--- src/rtl/prog_rom_loader.sv ---
// Byte-stream program loader: assembles little-endian 48-bit words and writes them sequentially to program memory.
// Optional trailing XOR checksum byte is enabled by defining LOADER_CHECKSUM_EN.
module prog_rom_loader #(
  parameter int ADDR_WIDTH = 16,
  parameter int WORD_BYTES = 6
) (
  input  logic                    clk,
  input  logic                    _RESET_SWITCH,
  input  logic                    restart,
  input  logic [7:0]              in_data,
  input  logic                    in_valid,
  output logic                    in_ready,
  output logic [ADDR_WIDTH-1:0]   rom_addr,
  output logic [8*WORD_BYTES-1:0] rom_data,
  output logic                    _rom_we,
  output logic                    _cpu_reset,
  output logic                    done,
  output logic                    error
);

  localparam int IDX_W = (WORD_BYTES > 1) ? $clog2(WORD_BYTES) : 1;

  typedef enum logic [2:0] {HDR_LO, HDR_HI, DATA, WRITE, CSUM, DONE, ERROR} state_t;

  state_t                  state, state_nxt;
  logic [7:0]              cnt_lo;
  logic [ADDR_WIDTH-1:0]   last_addr;
  logic [IDX_W-1:0]        idx;
  logic                    xfer;
  logic [31:0]             hdr_count;
  logic                    count_bad;
  logic                    last_word;
  logic                    idx_last;
`ifdef LOADER_CHECKSUM_EN
  logic [7:0]              csum;
`endif

  assign in_ready  = (state == HDR_LO) || (state == HDR_HI) || (state == DATA) || (state == CSUM);
  assign xfer      = in_valid & in_ready;
  assign hdr_count = {16'd0, in_data, cnt_lo};
  // A zero count encodes a full 2**ADDR_WIDTH image, so only nonzero counts can overflow.
  assign count_bad = (hdr_count != 32'd0) && (hdr_count > (32'd1 << ADDR_WIDTH));
  assign last_word = (rom_addr == last_addr);
  assign idx_last  = (idx == IDX_W'(WORD_BYTES - 1));

  assign _rom_we    = (state != WRITE);
  assign done       = (state == DONE);
  assign error      = (state == ERROR);
  assign _cpu_reset = (state == DONE);

  always_ff @(posedge clk or negedge _RESET_SWITCH) begin
    if (!_RESET_SWITCH) state <= HDR_LO;
    else                state <= state_nxt;
  end

  always_comb begin
    state_nxt = state;
    if (restart) begin
      state_nxt = HDR_LO;
    end else begin
      case (state)
        HDR_LO: if (xfer) state_nxt = HDR_HI;
        HDR_HI: if (xfer) state_nxt = count_bad ? ERROR : DATA;
        DATA:   if (xfer && idx_last) state_nxt = WRITE;
        WRITE: begin
          if (last_word) begin
`ifdef LOADER_CHECKSUM_EN
            state_nxt = CSUM;
`else
            state_nxt = DONE;
`endif
          end else begin
            state_nxt = DATA;
          end
        end
        CSUM: begin
`ifdef LOADER_CHECKSUM_EN
          if (xfer) state_nxt = (in_data == csum) ? DONE : ERROR;
`endif
        end
        DONE:    state_nxt = DONE;
        ERROR:   state_nxt = ERROR;
        default: state_nxt = HDR_LO;
      endcase
    end
  end

  always_ff @(posedge clk or negedge _RESET_SWITCH) begin
    if (!_RESET_SWITCH) begin
      rom_addr  <= '0;
      rom_data  <= '0;
      cnt_lo    <= '0;
      last_addr <= '0;
      idx       <= '0;
`ifdef LOADER_CHECKSUM_EN
      csum      <= '0;
`endif
    end else if (restart) begin
      rom_addr <= '0;
      idx      <= '0;
    end else begin
      case (state)
        HDR_LO: if (xfer) cnt_lo <= in_data;
        HDR_HI: begin
          if (xfer) begin
            last_addr <= ADDR_WIDTH'(hdr_count - 32'd1);
            rom_addr  <= '0;
            idx       <= '0;
`ifdef LOADER_CHECKSUM_EN
            csum      <= '0;
`endif
          end
        end
        DATA: begin
          if (xfer) begin
            rom_data[8*idx +: 8] <= in_data;
            idx <= idx_last ? '0 : idx + IDX_W'(1);
`ifdef LOADER_CHECKSUM_EN
            csum <= csum ^ in_data;
`endif
          end
        end
        // The final word never advances the address, so a full image leaves rom_addr on the last slot.
        WRITE: if (!last_word) rom_addr <= rom_addr + ADDR_WIDTH'(1);
        default: ;
      endcase
    end
  end

endmodule
--- config.mk ---
export PLATFORM = sky130hd
export DESIGN_NAME = prog_rom_loader
export DESIGN_NICKNAME = d
export VERILOG_FILES = /design/src/rtl/prog_rom_loader.sv
export SDC_FILE = /design/constraint.sdc
export NUM_CORES = 1
export LEC_CHECK = 0
export CORE_MARGIN = 8
export CORE_UTILIZATION = 50
export DETAILED_ROUTE_END_ITERATION = 16
export PLACE_DENSITY = 0.73
export SLEW_MARGIN = 20
export SYNTH_ARGS = -nofsm -noshare
export SYNTH_HDL_FRONTEND = slang
export SYNTH_SLANG_ARGS = --single-unit
--- constraint.sdc ---
create_clock -name clk -period 4 [get_ports clk]
set_input_delay 1 -clock clk [delete_from_list [all_inputs] [get_ports clk]]
set_output_delay 1 -clock clk [all_outputs]
set_load 0.05 [all_outputs]
Yosys cells after proc, flatten, opt, wreduce, memory -nomap -nowiden
Cells that the tools add are included.
{ "totals": {"inputBits": 12, "register_bits": 94, "output_inout_bits": 69} }
{ "classes": {"addsub": 4, "n_eq_ne": 15, "n_bitwise": 2, "n_reduce_logical": 15, "shift": 2, "n_lt_le_gt_ge": 1, "n_mux": 17} }
{ "ops": {"columns": ["op", "count"], "rows": [
  ["$bwmux 48", 1],
  ["$mux 16", 3],
  ["$shift 8x34->48 const A", 1],
  ["$shiftx 8x34->48", 1],
  ["$neg 6->34", 1],
  ["$pmux 16 s2", 1],
  ["$reduce_bool 32->1", 1],
  ["$mux 3", 10],
  ["$pmux 3 s7", 1],
  ["$gt 16x17->1 const B", 1],
  ["$add 16x1->16 const B", 1],
  ["$eq 16x16->1", 1],
  ["$sub 16x1->16 const B", 1],
  ["$reduce_and 3->1", 5],
  ["$eq 3x3->1 const B", 4],
  ["$ne 3x3->1 const B", 4],
  ["$eq 3x2->1 const B", 2],
  ["$ne 3x2->1 const B", 2],
  ["$pmux 3 s2", 1],
  ["$reduce_bool 3->1", 2],
  ["$reduce_and 4->1", 1],
  ["$add 3x1->3 const B", 1],
  ["$eq 3x1->1 const B", 1],
  ["$logic_not 3->1", 1],
  ["5 further kinds", 8]
]} }

Logic depth before layout (Yosys ltp)
Gate-level depths: netlist (run 1).
{ "logic_depth": {"ltp_word": 9, "depth_mapped": 8} }

Least setup slack after synthesis (run 1)
OpenSTA, ideal clock, no wires.
{ "synth_path": {"path_kind": "input -> register", "from": "in restart", "to": "reg rom_data[24]", "t_arrival_ps": 2632, "stages": 6, "required_ps": 3875, "setup_ps": 125, "slack_ps": 1243, "path_buffers": 1, "cell_sequence": "nand2b_1 -> or2_4 -> or3b_4 -> or4_4 -> buf_6 -> mux2_4"} }
{ "synth_via": {"elab_chain_cells": 2} }
{ "synth_rtl": {"columns": ["item", "line_no", "text"], "rows": [
  ["start, declared", "9", "input logic restart,"],
  ["$not 1->1 (no line)", null, null],
  ["$reduce_and 3->1 (no line)", null, null],
  ["end signal, assigned by index", "116", "rom_data[8*idx +: 8] <= in_data;"],
  ["end, declared", "14", "output logic [8*WORD_BYTES-1:0] rom_data,"]
]} }
No other way between the ends.
A chain may end at the register's enable or synchronous reset.

Worst setup path in the final report (run 1)
{ "layout_path": {"from": "reg state[1]", "to": "out _cpu_reset"} }
{ "layout_via": {"elab_chain_cells": 1} }
{ "layout_rtl": {"columns": ["item", "line_no", "text"], "rows": [
  ["start, declared", "25", "state_t state, state_nxt;"],
  ["start signal, assigned", "53", "else state <= state_nxt;"],
  ["$eq 3x3->1", "49", "assign _cpu_reset = (state == DONE);"],
  ["end, declared", "16", "output logic _cpu_reset,"]
]} }
No other way between the ends.

==> results of run 1 <==
==> kinds of logic (layout without fill, tap and decap cells) <==
kind of cell,Yosys count,count (layout),share of synthesized area (%)
AOI/OAI and AO/OA,59,59,8.56
xor gates and xnor gates,27,27,4.99
adders and majority gates,6,6,1.59
buffers and inverters,36,108,3.44
DFF,94,94,49.7
muxes,56,56,14.6
and+or+nand+nor,149,149,17.2
==> registers in the layout, indices dropped and copies added, names as in the netlist <==
register / flops
idx: 3
state: 3
cnt_lo: 8
rom_data: 48
rom_addr: 16
last_addr: 16
==> stage by stage <==
| stage | std cells | worst slack [ns] | hold WS (ns) | util, % |
|---|---|---|---|---|
| 3_3_place_gp | 594 | 0.693 | 0.485 | 60.6 |
| 2_1_floorplan | 427 | 1.24 | 0.469 | - |
| 4_1_cts | 610 | 0.872 | 0.512 | 63.0 |
| 5_1_grt | 610 | 0.766 | 0.531 | 63.0 |
| 3_5_place_dp | 594 | 0.655 | 0.491 | 60.6 |
| 6_report | 610 | 0.888 | 0.510 | 63.0 |
==> metal layers <==
metal / track usage [%] / vias to the layer above / wire (um)
met2: 29.7 / 121 / 5440
met1: 22.8 / 1762 / 4890
met5: 0 / - / 0
li1: - / 1670 / -
met3: 5.80 / 16 / 824
met4: 5.42 / 0 / 163
==> area by class of cell <==
type	count	area, um^2	area share [%]
flip-flops and latches	94	2350	40.6
multi-input cells	297	2220	38.4
repair buffers	84	828	14.3
clock buffers	11	141	2.44
well taps	111	139	2.40
clock inverters	5	81.3	1.40
inverters	8	30.0	0.518
==> where the power goes <==
part | total, mW | internal (mW) | leakage (nW) | switching [mW]
sequential | 1.23 | 1.10 | 1.25 | 0.131
clock | 0.703 | 0.371 | 0.110 | 0.333
combinational | 0.629 | 0.262 | 1.25 | 0.367
==> cell usage after synthesis (10+ instances only) <==
master    number  area share [%]
nand2_1       41             3.3
nor4_1        12             1.6
nand4_1       10             1.3
clkbuf_1      21             1.7
and2_1        10             1.3
dfrtp_1       94              50
xor2_1        19             3.5
mux2_4        16             5.1
o21ai_0       20             2.1
nor2_1        15             1.2
nand3_1       21             2.2
mux2_2        40             9.5
==> worst min path at each step <==
stage | end | slack [ns] | depth (start not counted) | startpoint
floorplan | last_addr[0] | 0.47 | 2 | last_addr[0]
finish | rom_data[12] | 0.51 | 1 | rom_data[12]
global route | rom_data[12] | 0.53 | 1 | rom_data[12]
detailed placement | last_addr[5] | 0.49 | 2 | last_addr[5]
global placement | last_addr[10] | 0.48 | 1 | last_addr[10]
CTS | last_addr[5] | 0.51 | 2 | last_addr[5]
==> impl_metrics.json, run 1 <==
{
  "status": "complete, no violations",
  "synth_edf_count": 0,
  "crit_path_end": "_cpu_reset",
  "row_count": 35,
  "cts.sinks": 94,
  "final_cell_mix": "94 x dfrtp_1, 79 x clkdlybuf4s50_1, 41 x nand2_1",
  "final_common_cell": "dfrtp_1",
  "r2r_end": "rom_addr[1]",
  "cts_root_buf": "clkbuf_8",
  "timing.fmax_ghz": 0.321,
  "fp.dieH_um": 113,
  "critical_path.top_delay_family": "buffers and inverters",
  "finalHoldViolCount": 0,
  "period_needed_ns": 3.11,
  "end_kind": "output pin",
  "worstPathBufferInverterCount": 1,
  "fillers": 730,
  "postSynthAreaPerCell_um2": 11.1,
  "final_nets": 512,
  "power.density_nw_per_um2": 442,
  "antenna_found_initial": 0,
  "hpwl_um": 8140,
  "cts_setup_buffers": 0,
  "r2r_cells": 5,
  "core_area_um2": 9200,
  "synthArstFlopShare_pct": 100,
  "viasPerCell": 5.85,
  "hold_buffers": 0,
  "ctsResizeCount": 0,
  "yosys_register_bits": 94,
  "slowest_stage": "clkdlybuf4s50_1",
  "die_x_um": 113,
  "maxSlewHeadroom_pct": 42.5,
  "vias": 3569,
  "clock-skew-final_ns": 0.0135,
  "path_class": "reg2out",
  "crit_chain": "and2b_1 -> and2_1 -> clkdlybuf4s50_1",
  "arrival_ns": 2.11,
  "hold_path.class": "reg2reg",
  "finalWirelength_um": 11300,
  "gr-total-overflow": 0,
  "numCtsBuffers": 9,
  "finalCritPeriodShare_pct": 77.8,
  "rsz0062_at_grt": "false",
  "drive_gt1_share_pct": 17.8,
  "vdd_ir_drop_max_v": 0.000381,
  "tightest_slew_ns": 0.860,
  "cts_max_level": 3,
  "post_drt_wl_per_cell_um": 18.6,
  "drt-initial-drc-count": 175,
  "cp-start-kind": "flip-flop",
  "syn_area_um2": 4730,
  "total_power_mw": 2.56,
  "grt_pass1_vias": 3699,
  "clkTransAtPathRegs_ns": 0.09,
  "ys_warn_count": 0,
  "drv_slew": 0,
  "clk_latency_ns": 0.36,
  "syn_to_final_growth_pct": 22.4,
  "setup_viol_count_final": 0,
  "ios": 81,
  "grt_pass1_wl_um": 18800,
  "grt_max_degree": 56,
  "postPlaceCellArea_um2": 5570,
  "rrSetupSlack_ns": 1.39,
  "ys_types": 57,
  "initial_core_util_pct": 51.5,
  "worst_r2r_startpoint": "rom_addr[0]",
  "fin_tns_setup_ns": 0,
  "critPathMaxStageDelay_ns": 0.81,
  "synthCells": 427,
  "crit_cells": 3,
  "drc_errors": 0,
  "max-cap-violations": 0,
  "critPathLaunch": "state[1]",
  "gp_congestion": 0.822,
  "synth_flop_cell": "dfrtp_1",
  "cts_buffer_depth": 2,
  "firstDrtPassIters": 4,
  "portBuffers": 80,
  "critPathRequiredTime_ns": 3.00,
  "cts_tree": "built",
  "crit_fanout": 10,
  "diodes": 0,
  "ys_seq_area_share_pct": 49.7,
  "grt.total_usage_pct": 18.3,
  "ant_nets": 0,
  "leakage_nw": 2.61,
  "syn_nets": 445,
  "design_area_um2": 5800,
  "die-area_um2": 12800
}
No activity file was read; power rests on OpenSTA's default activity.
==> run 2: changes to the inputs <==
==> constraint.sdc (replaced) <==
create_clock -name clk -period 2.9 [get_ports clk]
set_input_delay 0.725 -clock clk [delete_from_list [all_inputs] [get_ports clk]]
set_output_delay 0.725 -clock clk [all_outputs]
set_load 0.05 [all_outputs]
==> impl_metrics.json, run 2 (synthesis gave the netlist of run 1 again) <==
{
  "status": "complete, no violations",
  "path_class": "reg2out",
  "pwr-share-clk_pct": 25.5,
  "critPathRequiredTime_ns": 2.17,
  "viasPerCell": 5.70,
  "gr-total-overflow": 0,
  "core_area_um2": 9200,
  "switching_share_pct": 33.7,
  "setup_viol_count_final": 0,
  "grt_pass1_wl_um": 18500,
  "period_needed_ns": 2.71,
  "clkTransAtPathRegs_ns": 0.10,
  "use_met2_pct": 28.4,
  "leakage_nw": 2.72,
  "cts_buffer_depth": 2,
  "diodes": 0,
  "post_drt_wl_per_cell_um": 18.2,
  "cts_tree": "built",
  "gr-usage-met3_pct": 5.38,
  "gp_congestion": 0.820,
  "die-area_um2": 12800,
  "ios": 81,
  "grt_pass1_vias": 3548,
  "hold_buffers": 0,
  "timing.fmax_ghz": 0.369,
  "drive_gt1_share_pct": 20.1,
  "firstDrtPassIters": 4,
  "final_common_cell": "dfrtp_1",
  "largest-register": "rom_data",
  "finalHoldViolCount": 0,
  "fp.dieH_um": 113,
  "vdd_ir_drop_max_v": 0.000529,
  "row_count": 35,
  "cts.sinks": 94,
  "largest_register_ffs": 48,
  "reg_top3": "rom_data (48), last_addr (16), rom_addr (16)",
  "arrival_ns": 1.98,
  "final_nets": 526,
  "numCtsBuffers": 9,
  "dp_cells": 608,
  "p_sw_mw": 1.16,
  "drv_slew": 0,
  "power.density_nw_per_um2": 585,
  "cts_max_level": 3,
  "seq_area_um2": 2350,
  "use_met1_pct": 23.5,
  "vias": 3553,
  "finalWirelength_um": 11300,
  "clock-skew-final_ns": 0.0138,
  "drt-initial-drc-count": 142,
  "syn_to_final_growth_pct": 24.8,
  "tightest_slew_ns": 0.573,
  "busiest_layer": "met2",
  "grt.total_usage_pct": 18.0,
  "cp-start-kind": "flip-flop",
  "ctsResizeCount": 0,
  "hpwl_um": 8230,
  "maxSlewHeadroom_pct": 61.8,
  "rrSetupSlack_ns": 0.34,
  "cts_root_buf": "clkbuf_8",
  "end_kind": "output pin",
  "die_x_um": 113,
  "drc_errors": 0,
  "antenna_found_initial": 0,
  "grt_max_degree": 46,
  "max-cap-violations": 0,
  "fin_tns_setup_ns": 0,
  "rsz0062_at_grt": "false",
  "crit_fanout": 10,
  "p_int_mw": 2.29,
  "seq_power_share_pct": 49.1,
  "instances_no_fill": 623,
  "fillers": 738,
  "finalCritPeriodShare_pct": 93.4,
  "multiInputGateArea_um2": 2220,
  "clk_latency_ns": 0.36,
  "portBuffers": 80,
  "hold_path.class": "in2async",
  "initial_core_util_pct": 51.5,
  "ant_nets": 0,
  "cts_setup_buffers": 0,
  "p_comb_share_pct": 25.5,
  "final_cell_mix": "94 x dfrtp_1, 76 x clkdlybuf4s50_1, 41 x nand2_1"
}
[run 2: worst paths after layout]
kind	cells after the start	endpoint	start
max in group asynchronous	2	rom_data[10]	_RESET_SWITCH
hold / removal	1	rom_data[6]	_RESET_SWITCH
setup reg to reg	5	rom_data[35]	state[1]
hold reg to reg	2	last_addr[5]	last_addr[5]
setup / recovery	3	in_ready	state[1]
min in group clk	2	last_addr[5]	last_addr[5]
[run 2: through the flow]
step	power (mW)	setup slack, ns	utilization (%)	hold slack (ns)	instance area (um^2)
final	3.45	0.191	64.2	0.354	5910
after CTS	3.48	0.0456	64.1	0.361	5900
after floorplan	2.30	0.418	-	0.429	4730
after detailed placement	2.61	-0.0809	62.0	0.494	5700
after global placement	2.58	-0.0402	62.0	0.488	5700
after global routing	3.63	0.128	64.2	0.385	5910
[run 2: layer usage]
metal | routed length (um) | vias up
li1 | - | 1703
met1 | 5280 | 1741
met2 | 5210 | 102
met3 | 726 | 7
met4 | 91 | 0
met5 | 0 | -
[run 2: cell type report]
cell class	instances	area share, %
repair buffers	98	16.4
clock inverters	6	1.21
inverters	8	0.508
clock buffers	9	2.10
flip-flops and latches	94	39.8
multi-input cells	297	37.7
well taps	111	2.35
[run 2: power by group through the flow]
stage | clock network [mW] | registers, mW | logic, mW
global route | 0.944 | 1.73 | 0.963
floorplan | 0 | 1.88 | 0.424
finish | 0.880 | 1.69 | 0.880
detailed placement | 0 | 1.72 | 0.890
global placement | 0 | 1.71 | 0.868
CTS | 0.898 | 1.69 | 0.892
[run 2: critical path: stages, from the launching register on]
cell	delay [ns]
dfrtp_1	0.49
nand2_1	0.18
o21a_1	0.15
clkdlybuf4s50_1	0.81
==> run 3: changes to the inputs <==
--- a/config.mk
+++ b/config.mk
@@ -5,10 +5,12 @@
 export SDC_FILE = /design/constraint.sdc
 export NUM_CORES = 1
 export LEC_CHECK = 0
+export CELL_PAD_IN_SITES_DETAIL_PLACEMENT = 0
+export CELL_PAD_IN_SITES_GLOBAL_PLACEMENT = 1
 export CORE_MARGIN = 8
-export CORE_UTILIZATION = 50
+export CORE_UTILIZATION = 42
 export DETAILED_ROUTE_END_ITERATION = 16
-export PLACE_DENSITY = 0.73
+export PLACE_DENSITY = 0.77
 export SLEW_MARGIN = 20
 export SYNTH_ARGS = -nofsm -noshare
 export SYNTH_HDL_FRONTEND = slang
==> impl_metrics.json, run 3 (synthesis gave the netlist of run 1 again) <==
{
  "largest_register_ffs": 48,
  "cts_buffer_depth": 2,
  "instances_no_fill": 657,
  "crit_fanout": 10,
  "seq_area_um2": 2350,
  "use_met1_pct": 22.6,
  "power.density_nw_per_um2": 617,
  "dp_cells": 641,
  "finalWirelength_um": 12000,
  "tightest_slew_ns": 0.597,
  "critPathRequiredTime_ns": 2.17,
  "busiest_layer": "met2",
  "seq_power_share_pct": 45.3,
  "use_met2_pct": 26.4,
  "vdd_ir_drop_max_v": 0.000519,
  "clk_latency_ns": 0.35,
  "pre_cts_ws_ns": -0.0621,
  "gp_congestion": 0.825,
  "grt_pass1_vias": 3667,
  "fin_tns_setup_ns": 0,
  "crit_chain": "and2b_1 -> and2_1 -> clkdlybuf4s50_1",
  "arrival_ns": 2.09,
  "firstDrtPassIters": 4,
  "grt_max_degree": 46,
  "portBuffers": 80,
  "setup_viol_count_final": 0,
  "viasPerCell": 5.48,
  "grt.total_usage_pct": 17.2,
  "row_count": 38,
  "multiInputGateArea_um2": 2220,
  "final_nets": 530,
  "rsz0062_at_grt": "false",
  "vias": 3599,
  "p_sw_mw": 1.22,
  "end_kind": "output pin",
  "path_class": "reg2out",
  "max-cap-violations": 0,
  "p_int_mw": 2.51,
  "maxSlewHeadroom_pct": 60.2,
  "grt_pass1_wl_um": 20000,
  "diodes": 0,
  "drive_gt1_share_pct": 20.7,
  "critPathMaxStageDelay_ns": 0.80,
  "timing.fmax_ghz": 0.355,
  "fp.dieH_um": 122,
  "hold_path.class": "in2async",
  "pwr-share-clk_pct": 30.7,
  "drv_slew": 0,
  "initial_core_util_pct": 43.3,
  "hpwl_um": 8680,
  "numCtsBuffers": 9,
  "die_x_um": 122,
  "post_drt_wl_per_cell_um": 18.2,
  "die-area_um2": 14900,
  "final_common_cell": "dfrtp_1",
  "gr-total-overflow": 0,
  "cts_root_buf": "clkbuf_16",
  "clkTransAtPathRegs_ns": 0.07,
  "slowest_stage": "clkdlybuf4s50_1",
  "gr-usage-met3_pct": 3.93,
  "p_comb_share_pct": 24.0,
  "fin_util_pct": 55.3,
  "period_needed_ns": 2.81,
  "status": "complete, no violations",
  "cts_max_level": 3,
  "switching_share_pct": 32.8,
  "final_cell_mix": "94 x dfrtp_1, 77 x clkdlybuf4s50_1, 41 x nand2_1",
  "drc_errors": 0,
  "syn_to_final_growth_pct": 27.7,
  "cts.sinks": 94,
  "antenna_found_initial": 0,
  "r2r_cells": 6,
  "cts_setup_buffers": 0,
  "largest-register": "rom_data",
  "core_area_um2": 10900,
  "cts_tree": "built",
  "clock-skew-final_ns": 0.00694,
  "cp-start-kind": "flip-flop",
  "finalCritPeriodShare_pct": 97.0,
  "fillers": 973,
  "finalHoldViolCount": 0,
  "drt-initial-drc-count": 289,
  "leakage_nw": 2.76,
  "ios": 81,
  "setup_ws_ns": 0.0859,
  "reg_top3": "rom_data (48), last_addr (16), rom_addr (16)",
  "ant_nets": 0
}
[run 3: cell count changes in the layout (fill, tap and decap cells not counted)]
| cell | before | now |
|---|---|---|
| buf_4 | 17 | 22 |
| bufinv_16 | 1 | 0 |
| clkbuf_16 | 0 | 9 |
| clkbuf_8 | 9 | 1 |
| clkinvlp_4 | 2 | 1 |
| clkdlybuf4s50_1 | 76 | 77 |
| clkbuf_1 | 0 | 1 |
| buf_12 | 2 | 1 |
| clkinv_4 | 1 | 2 |
| dlymetal6s2s_1 | 3 | 2 |
[run 3: final cells by class]
class	count	share of cell area, %
clock inverters	5	0.703
well taps	140	2.90
repair buffers	102	16.2
clock buffers	11	4.01
inverters	8	0.496
multi-input cells	297	36.8
flip-flops and latches	94	38.9
[run 3: through the flow]
step	hold WS, ns	total power, mW	cell area [um^2]
floorplan	0.429	2.30	4730
global placement	0.482	2.60	5760
detailed placement	0.491	2.62	5760
CTS	0.375	3.77	6040
global route	0.408	3.92	6050
finish	0.370	3.73	6050
[run 3: power groups by stage]
stage | registers [mW] | clock network (mW) | logic (mW)
2_1_floorplan | 1.88 | 0 | 0.424
3_3_place_gp | 1.71 | 0 | 0.889
3_5_place_dp | 1.72 | 0 | 0.903
4_1_cts | 1.69 | 1.17 | 0.907
5_1_grt | 1.73 | 1.22 | 0.976
6_report | 1.69 | 1.15 | 0.894
[run 3: metal layers]
metal,part of all wire [%],routed length (um)
met2,45,5420
met1,46,5560
met4,2.7,325
met3,5.6,666
met5,0,0
[run 3: final timing paths]
kind	from	to	slack, ns
max	state[1]	done	0.09
min	_RESET_SWITCH	rom_data[3]	0.37
max in group asynchronous	_RESET_SWITCH	rom_addr[14]	1.80
min reg2reg	last_addr[11]	last_addr[11]	0.50
min in group clk	last_addr[11]	last_addr[11]	0.50
max reg2reg	idx[0]	rom_data[36]	0.35
[run 3: what timing repair did]
item,4_1_cts,5_1_grt
endpoints found under the setup margin,0,2
hold buffers,0,0
resized for setup,0,2
endpoints found under the hold margin,0,0
[run 3: worst max-delay path, delay by kind of cell, from the launching register on]
family | cells | cell delay (ns)
flops | 1 | 0.47
buf+inv | 1 | 0.80
simple gates | 2 | 0.46
